## src/rtl/cache_pkg.sv

```systemverilog
// Shared types and geometry of the set-associative cache miss path.
// Holds default field widths, the refill FSM state encoding and the address layout.
package cache_pkg;

    localparam int CL_TAG_SIZE       = 5;
    localparam int CL_INDEX_SIZE     = 8;
    localparam int CL_CHANNEL_SIZE   = 2;
    localparam int CL_WORD_SIZE      = 2;
    localparam int CL_DATA_WIDTH     = 16;
    localparam int CL_WORDS_PER_LINE = 2 ** CL_WORD_SIZE;
    localparam int CL_ADDR_SIZE      = CL_TAG_SIZE + CL_INDEX_SIZE + CL_WORD_SIZE;

    typedef enum logic [2:0] {
        ST_IDLE     = 3'd0,
        ST_FLUSH_RD = 3'd1,
        ST_FLUSH_WR = 3'd2,
        ST_FILL_RD  = 3'd3,
        ST_FILL_WR  = 3'd4,
        ST_COMMIT   = 3'd5,
        ST_DONE     = 3'd6
    } state_e;

    // Main-memory word address: tag in the MSBs, then set index, then word-in-line.
    function automatic logic [CL_ADDR_SIZE-1:0] compose_addr(
        input logic [CL_TAG_SIZE-1:0]   tag,
        input logic [CL_INDEX_SIZE-1:0] index,
        input logic [CL_WORD_SIZE-1:0]  word
    );
        return {tag, index, word};
    endfunction

endpackage

```

## src/rtl/cache_mem_port.sv

```systemverilog
// Main-memory handshake: presents a transfer while the refill FSM asks for one,
// holds it until ack and forces one idle cycle after every completed transfer.
module cache_mem_port #(
    parameter int ADDR_SIZE  = 15,
    parameter int DATA_WIDTH = 16
) (
    input  logic                  clk,
    input  logic                  not_reset,
    input  logic                  xfer_valid_i,
    input  logic                  xfer_we_i,
    input  logic [ADDR_SIZE-1:0]  xfer_addr_i,
    input  logic [DATA_WIDTH-1:0] xfer_wdata_i,
    output logic                  xfer_done_o,
    output logic                  mem_req_o,
    output logic                  mem_we_o,
    output logic [ADDR_SIZE-1:0]  mem_addr_o,
    output logic [DATA_WIDTH-1:0] mem_wdata_o,
    input  logic                  mem_ack_i
);

    logic gap_q;

    always_ff @(posedge clk or negedge not_reset) begin
        if (!not_reset) begin
            gap_q <= 1'b0;
        end else begin
            gap_q <= xfer_done_o;
        end
    end

    // Request is decoded from FSM state, so an async reset drops it at once.
    assign mem_req_o   = xfer_valid_i & ~gap_q;
    assign xfer_done_o = mem_req_o & mem_ack_i;
    assign mem_we_o    = mem_req_o & xfer_we_i;
    assign mem_addr_o  = mem_req_o ? xfer_addr_i : '0;
    assign mem_wdata_o = (mem_req_o & xfer_we_i) ? xfer_wdata_i : '0;

endmodule

```

## src/rtl/cache_line_refill_unit.sv

```systemverilog
// Cache miss engine: optional write-back of the FIFO victim line, word-by-word refill
// from main memory, then a one-cycle tag commit and a one-cycle completion pulse.
module cache_line_refill_unit #(
    parameter int TAG_SIZE     = cache_pkg::CL_TAG_SIZE,
    parameter int INDEX_SIZE   = cache_pkg::CL_INDEX_SIZE,
    parameter int CHANNEL_SIZE = cache_pkg::CL_CHANNEL_SIZE,
    parameter int WORD_SIZE    = cache_pkg::CL_WORD_SIZE,
    parameter int DATA_WIDTH   = cache_pkg::CL_DATA_WIDTH,
    parameter int ADDR_SIZE    = TAG_SIZE + INDEX_SIZE + WORD_SIZE
) (
    input  logic                    clk,
    input  logic                    not_reset,
    input  logic                    miss_req,
    input  logic [TAG_SIZE-1:0]     miss_tag,
    input  logic [INDEX_SIZE-1:0]   miss_index,
    input  logic                    need_use_fifo,
    input  logic [CHANNEL_SIZE-1:0] fifo_channel,
    input  logic [TAG_SIZE-1:0]     fifo_tag_for_flush,
    input  logic                    victim_dirty,
    output logic                    busy,
    output logic                    done,
    output logic                    rewrite_tag,
    output logic                    line_rd_en,
    input  logic [DATA_WIDTH-1:0]   line_rd_data,
    output logic                    line_wr_en,
    output logic [CHANNEL_SIZE-1:0] line_channel,
    output logic [WORD_SIZE-1:0]    line_word,
    output logic [DATA_WIDTH-1:0]   line_wr_data,
    output logic                    mem_req,
    output logic                    mem_we,
    output logic [ADDR_SIZE-1:0]    mem_addr,
    output logic [DATA_WIDTH-1:0]   mem_wdata,
    input  logic                    mem_ack,
    input  logic [DATA_WIDTH-1:0]   mem_rdata
);

    import cache_pkg::*;

    state_e                  state_q, state_d;
    logic [WORD_SIZE-1:0]    word_q, word_d;
    logic [TAG_SIZE-1:0]     tag_q, tag_d;
    logic [TAG_SIZE-1:0]     victim_tag_q, victim_tag_d;
    logic [INDEX_SIZE-1:0]   index_q, index_d;
    logic [CHANNEL_SIZE-1:0] channel_q, channel_d;
    logic [DATA_WIDTH-1:0]   data_q, data_d;
    logic                    cap_q, cap_d;

    logic                    flush_needed;
    logic                    last_word;
    logic                    xfer_valid;
    logic                    xfer_we;
    logic                    xfer_done;
    logic [ADDR_SIZE-1:0]    xfer_addr;

    assign flush_needed = need_use_fifo & victim_dirty;
    assign last_word    = &word_q;

    always_ff @(posedge clk or negedge not_reset) begin
        if (!not_reset) begin
            state_q      <= ST_IDLE;
            word_q       <= '0;
            tag_q        <= '0;
            victim_tag_q <= '0;
            index_q      <= '0;
            channel_q    <= '0;
            data_q       <= '0;
            cap_q        <= 1'b0;
        end else begin
            state_q      <= state_d;
            word_q       <= word_d;
            tag_q        <= tag_d;
            victim_tag_q <= victim_tag_d;
            index_q      <= index_d;
            channel_q    <= channel_d;
            data_q       <= data_d;
            cap_q        <= cap_d;
        end
    end

    // The victim word arrives one cycle after the line read, so the first FLUSH_WR
    // cycle only captures it and the write request starts on the following cycle.
    assign xfer_valid = (state_q == ST_FILL_RD) | ((state_q == ST_FLUSH_WR) & ~cap_q);
    assign xfer_we    = (state_q == ST_FLUSH_WR);
    assign xfer_addr  = xfer_we ? {victim_tag_q, index_q, word_q} : {tag_q, index_q, word_q};

    always_comb begin
        state_d      = state_q;
        word_d       = word_q;
        tag_d        = tag_q;
        victim_tag_d = victim_tag_q;
        index_d      = index_q;
        channel_d    = channel_q;
        data_d       = data_q;
        cap_d        = 1'b0;
        busy         = 1'b1;
        done         = 1'b0;
        rewrite_tag  = 1'b0;
        line_rd_en   = 1'b0;
        line_wr_en   = 1'b0;

        unique case (state_q)
            ST_IDLE: begin
                busy = 1'b0;
                if (miss_req) begin
                    tag_d        = miss_tag;
                    index_d      = miss_index;
                    channel_d    = fifo_channel;
                    victim_tag_d = fifo_tag_for_flush;
                    word_d       = '0;
                    state_d      = flush_needed ? ST_FLUSH_RD : ST_FILL_RD;
                end
            end
            ST_FLUSH_RD: begin
                line_rd_en = 1'b1;
                cap_d      = 1'b1;
                state_d    = ST_FLUSH_WR;
            end
            ST_FLUSH_WR: begin
                if (cap_q) begin
                    data_d = line_rd_data;
                end else if (xfer_done) begin
                    word_d  = word_q + 1'b1;
                    state_d = last_word ? ST_FILL_RD : ST_FLUSH_RD;
                end
            end
            ST_FILL_RD: begin
                if (xfer_done) begin
                    data_d  = mem_rdata;
                    state_d = ST_FILL_WR;
                end
            end
            ST_FILL_WR: begin
                line_wr_en = 1'b1;
                word_d     = word_q + 1'b1;
                state_d    = last_word ? ST_COMMIT : ST_FILL_RD;
            end
            ST_COMMIT: begin
                rewrite_tag = 1'b1;
                state_d     = ST_DONE;
            end
            ST_DONE: begin
                done    = 1'b1;
                state_d = ST_IDLE;
            end
            default: begin
                busy    = 1'b0;
                state_d = ST_IDLE;
            end
        endcase
    end

    assign line_channel = channel_q;
    assign line_word    = word_q;
    assign line_wr_data = data_q;

    cache_mem_port #(
        .ADDR_SIZE  (ADDR_SIZE),
        .DATA_WIDTH (DATA_WIDTH)
    ) u_mem_port (
        .clk          (clk),
        .not_reset    (not_reset),
        .xfer_valid_i (xfer_valid),
        .xfer_we_i    (xfer_we),
        .xfer_addr_i  (xfer_addr),
        .xfer_wdata_i (data_q),
        .xfer_done_o  (xfer_done),
        .mem_req_o    (mem_req),
        .mem_we_o     (mem_we),
        .mem_addr_o   (mem_addr),
        .mem_wdata_o  (mem_wdata),
        .mem_ack_i    (mem_ack)
    );

endmodule
```

## config.mk

```make
export PLATFORM = sky130hd
export DESIGN_NAME = cache_line_refill_unit
export DESIGN_NICKNAME = d
export VERILOG_FILES = /design/src/rtl/cache_pkg.sv /design/src/rtl/cache_mem_port.sv /design/src/rtl/cache_line_refill_unit.sv
export SDC_FILE = /design/constraint.sdc
export NUM_CORES = 1
export LEC_CHECK = 0
export CORE_UTILIZATION = 40
export DETAILED_ROUTE_END_ITERATION = 10
export PLACE_DENSITY = 0.87
export SYNTH_ARGS = -nofsm -noshare
export SYNTH_HDL_FRONTEND = slang
export SYNTH_SLANG_ARGS = --single-unit
```

## constraint.sdc

```tcl
create_clock -name clk -period 4.1 [get_ports clk]
set_clock_uncertainty 0.05 [all_clocks]
set_input_delay 0.82 -clock clk [delete_from_list [all_inputs] [get_ports clk]]
set_output_delay 0.82 -clock clk [all_outputs]
set_load 0.05 [all_outputs]
```

==> out/results.tsv, run 1 <==
metric	value	unit
DRC	0	
via/cell ratio	4.88	
Clk Latency, worst-skew pair	0.29	ns
Yosys warnings	0	
post-synth net total	244	
post-route ant nets	0	
mapped cell area	0.00227	sq mm
top cells by area, synth	dfrtp_1 47%, mux2_2 26%, and2_1 7.7%	
Initial Utilization	41.3	%
Ports	116	
Achievable Freq	260	MHz
final period utilization	93.8	%
Final Max Slew Viols	0	
#FFs+latches synth	43	
Post-Syn Instances	185	
Worst path slowest cell	clkdlybuf4s50_1	
fraction of layout cells with a size suffix above 1	22.8	%
# rows	27	
flop-to-flop setup slack	1.90	ns
clock-pin slew on the worst setup and hold paths	0.08	ns
Placeable Area	0.00551	sq mm
Initial DRC Count	43	
outcome	finished clean	
mux cell area share after synthesis	29.4	%
RSZ-0062 raised after global routing	false	
part of the Yosys area used for sequential elements	47.4	%
vias in the first global route	1830	
post-cts sizing count	0	
first-pass GRT wire length	9000	microns
final hold vios	0	
area leader, netlist	dfrtp_1	
Post-Synth Simple-Gate Area	16.1	%
number of vias in the routed layout	1806	
Longest Clk Path Bufs	2	
Die ar.	0.00599	sq mm
# hold bufs at CTS	0	
CP Launch Type	flip-flop	
CTS tree	built	
largest family of logic cells by synthesized area	multiplexers	
post-synthesis xor/xnor area fraction	0	%
Cell variety after synth	33	
Synth Area in Compound Gates	3.52	%
Avg WL per Cell	14.8	microns
drt first pass iters	6	
number of flops mapped to enable cells by yosys	0	
root buf cell	clkbuf_8	
chip width	77.4	microns
ANT cells	0	
worst hold path class	reg2reg	
gr usage total	19.1	%
worst setup path class	reg2out	
total wire length	5460	microns
final setup fails	0	
die height	77.4	microns
final RePlAce weighted congestion	0.834	
ys flop type	dfrtp_1	
initial antenna violation count	0	
area delta synth->final	56.2	%
Post-Synth Adder-Cell Area	0.551	%
max cap viols	0	
Least-Margin Pin Slew	0.957	ns
CTS sink cnt	43	
setup tns final	0	ns
crit path cell chain	nand2b_1 -> or3_1 -> inv_1 -> and2_1 -> clkdlybuf4s50_1	
H-tree levels	2	
Post-synth ARST share	100	%
CTS Buf Count	5	
port bufs	115	
Post-CTS Setup Bufs	0	
final critical-path required period	3.84	ns
Worst Setup End Kind	output port	
Slew HR	36.2	%
Synth Area per Inst	12.3	sq um
largest net degree at the start of global routing	44	
Final #Nets	356	
arrival time at the worst endpoint	2.97	ns
post-DP HPWL	4020	microns
Synth top area share	47.4	%
total gr overflow	0	
CP max stage delay	0.81	ns
Max Fanout on Critical Path	15	
Crit path required time	3.23	ns
==> logic make-up (layout without fill, tap and decap cells) <==
family                     Yosys count  count (layout)
adders and majority gates            1               1
DFF                                 43              43
AOI/OAI and AO/OA                   10              10
buffers and inverters               14             127
and+or+nand+nor                     57              57
muxes                               60              60
==> registers in the layout (all words and copies together), names as in the netlist <==
register and flops:
line_wr_data 16, state_q 3, victim_tag_q 5, cap_q 1, line_channel 2, line_word 2, index_q 8, u_mem_port.gap_q 1
tag_q 5
==> cell usage after synthesis (all sizes together), types with 2 or more instances <==
cell type,count
nor3b,2
nand3b,2
and2,28
nor2,11
buf,10
inv,3
mux2,54
nor3,3
mux2i,6
and3,2
o21ai,2
dfrtp,43
o2bb2ai,2
nand2b,4
o32ai,2
a21oi,2
==> worst paths after layout <==
check / endpoint / start / cells after the start
worst min register to register: index_q[4] / index_q[4] / 1
worst max register to register: line_wr_data[14] / state_q[0] / 3
worst max-delay path: mem_addr[0] / state_q[1] / 5
min in group asynchronous: line_channel[0] / not_reset / 1
max in group asynchronous: line_word[0] / not_reset / 1
worst min-delay path: index_q[4] / index_q[4] / 1
==> through the flow <==
stage	instance area (sq um)	setup slack (ns)	utilization, %	instances	hold slack (ns)
after detailed placement	3460	0.591	62.9	362	0.438
after floorplan	2270	1.18	-	185	0.422
after global routing	3550	0.0931	64.5	370	0.482
final	3550	0.256	64.5	370	0.459
after CTS	3550	0.258	64.5	370	0.462
after global placement	3460	0.718	62.9	362	0.438
==> critical path: cells and delay by family, from the launching register on <==
kind	cells	cell delay, ns
buf+inv	2	1.10
flops	1	0.62
simple gates	3	0.95
==> layer usage <==
layer / vias up / wire length (microns) / track usage (%)
li1: 863 / - / -
met1: 849 / 2370 / 23.4
met2: 88 / 2580 / 32.4
met3: 6 / 468 / 6.24
met4: 0 / 49 / 4.72
met5: - / 0 / 0
==> cell type report <==
class / count / area (sq um)
fill: 428 / 1960
clock buffer: 6 / 72.6
multi-input combinational: 128 / 1130
tap: 72 / 90.1
sequential: 43 / 1080
inverter: 3 / 11.3
clock inverter: 2 / 12.5
timing repair buffer: 116 / 1150
==> placed cells by master, fill, tap and decap left out, types with 3 or more instances in the layout <==
cell type / count
clkbuf_8: 5
dfrtp_1: 43
inv_1: 3
nor3_1: 3
mux2_2: 52
mux2i_1: 6
nor2_1: 10
clkdlybuf4s50_1: 114
nand2b_1: 4
and2_1: 28
Power of run 1 is not shown: default switching activity piles up to over one toggle a cycle in this logic, so the estimate is an artifact.
==> inputs of run 2 (changes only) <==
--- a/config.mk
+++ b/config.mk
@@ -8,6 +8,7 @@
 export CORE_UTILIZATION = 40
 export DETAILED_ROUTE_END_ITERATION = 10
 export PLACE_DENSITY = 0.87
+export REMOVE_ABC_BUFFERS = 1
 export SYNTH_ARGS = -nofsm -noshare
 export SYNTH_HDL_FRONTEND = slang
 export SYNTH_SLANG_ARGS = --single-unit
==> out/results.tsv, run 2 (same netlist as run 1, synthesis figures left out) <==
metric	value	unit	change
worst hold path class	reg2reg		unchanged
CP Launch Type	flip-flop		unchanged
post-DP HPWL	4040	microns	was 4020 microns
Die ar.	0.00599	sq mm	unchanged
total wire length	5240	microns	was 5460 microns
RSZ-0062 raised after global routing	false		unchanged
post-route ant nets	0		unchanged
ANT cells	0		unchanged
flop-to-flop setup slack	1.90	ns	about the same
port bufs	115		unchanged
Worst path slowest cell	clkdlybuf4s50_1		unchanged
crit path cell chain	nand2b_1 -> or3_1 -> inv_1 -> and2_1 -> clkdlybuf4s50_1		unchanged
CTS Buf Count	5		unchanged
Critical path buffers and inverters	2		unchanged
max reg flops	16		unchanged
Least-Margin Pin Slew	0.915	ns	was 0.957 ns
# hold bufs at CTS	0		unchanged
first-pass GRT wire length	8850	microns	was 9000 microns
Avg WL per Cell	14.2	microns	was 14.8 microns
Final Max Slew Viols	0		unchanged
total gr overflow	0		unchanged
fraction of layout cells with a size suffix above 1	22.8	%	unchanged
# fillers	433		was 428
gr usage total	18.9	%	was 19.1%
initial antenna violation count	0		unchanged
Largest delay share family, worst path	buffers and inverters		unchanged
# rows	27		unchanged
final hold vios	0		unchanged
vias in the first global route	1824		was 1830
CP max stage delay	0.80	ns	was 0.81 ns
Final #Nets	356		unchanged
worst r2r path cells	3		unchanged
commonest non-fill, non-tap cell in the layout	clkdlybuf4s50_1		unchanged
die height	77.4	microns	unchanged
number of vias in the routed layout	1788		was 1806
commonest non-fill, non-tap cells in the layout	114 x clkdlybuf4s50_1, 52 x mux2_2, 43 x dfrtp_1, 28 x and2_1, 10 x nor2_1		unchanged
Clk Latency, worst-skew pair	0.29	ns	about the same
Post-CTS Setup Bufs	0		unchanged
clock-pin slew on the worst setup and hold paths	0.08	ns	about the same
hold depth	1		unchanged
CTS tree	built		unchanged
final period utilization	92.8	%	was 93.8%
post-cts sizing count	0		unchanged
H-tree levels	2		unchanged
area delta synth->final	56.9	%	was 56.2%
via/cell ratio	4.83		was 4.88
Initial Utilization	41.3	%	unchanged
max cap viols	0		unchanged
arrival time at the worst endpoint	2.93	ns	was 2.97 ns
Max Fanout on Critical Path	15		unchanged
worst setup path class	reg2out		unchanged
final critical-path required period	3.80	ns	was 3.84 ns
Placeable Area	0.00551	sq mm	unchanged
Initial DRC Count	40		was 43
Achievable Freq	263	MHz	was 260 MHz
root buf cell	clkbuf_8		unchanged
final RePlAce weighted congestion	0.875		was 0.834
largest net degree at the start of global routing	44		unchanged
setup tns final	0	ns	unchanged
number of cells on the critical path	5		unchanged
Ports	116		unchanged
Slew HR	39.0	%	was 36.2%
drt first pass iters	4		was 6
Worst Setup End Kind	output port		unchanged
Crit path required time	3.23	ns	about the same
chip width	77.4	microns	unchanged
final setup fails	0		unchanged
Longest Clk Path Bufs	2		unchanged
outcome	finished clean		unchanged
CTS sink cnt	43		unchanged
DRC	0		unchanged
## run 2: changes by cell type in the layout (fill, tap and decap cells not counted)
cell / change
clkinvlp_4: -1
clkbuf_8: +2
clkinv_2: -1
## run 2: metrics by stage
stage	hold WS, ns	std cells	area, sq um	util, %	setup WS (ns)
finish	0.454	370	3560	64.7	0.295
global route	0.478	370	3560	64.7	0.0881
CTS	0.460	370	3560	64.7	0.279
detailed placement	0.442	362	3460	62.9	0.600
global placement	0.436	362	3460	62.9	0.709
floorplan	0.422	174	2210	-	0.555
## run 2: final timing paths
check | start | end
worst min register to register | index_q[7] | index_q[7]
max in group asynchronous | not_reset | line_wr_data[12]
worst min-delay path | index_q[7] | index_q[7]
worst max-delay path | state_q[1] | mem_addr[8]
worst max register to register | state_q[1] | line_wr_data[8]
min in group asynchronous | not_reset | victim_tag_q[3]
## run 2: cell type report
cell class              instances  area [sq um]  area share, %
clock buffers                   8           100           2.81
inverters                       3          11.3          0.316
repair buffers                116          1150           32.4
multi-input cells             128          1130           31.8
well taps                      72          90.1           2.53
flip-flops and latches         43          1080           30.2
## run 2: metal layers
| layer | track usage [%] | wire length [microns] | up-vias | part of all wire (%) |
|---|---|---|---|---|
| li1 | - | - | 872 | - |
| met1 | 22.7 | 2160 | 827 | 41 |
| met2 | 33.1 | 2570 | 85 | 49 |
| met3 | 5.76 | 480 | 4 | 9.2 |
| met4 | 3.96 | 27 | 0 | 0.52 |
| met5 | 0 | 0 | - | 0 |
Power of run 2 is left out for the same reason.
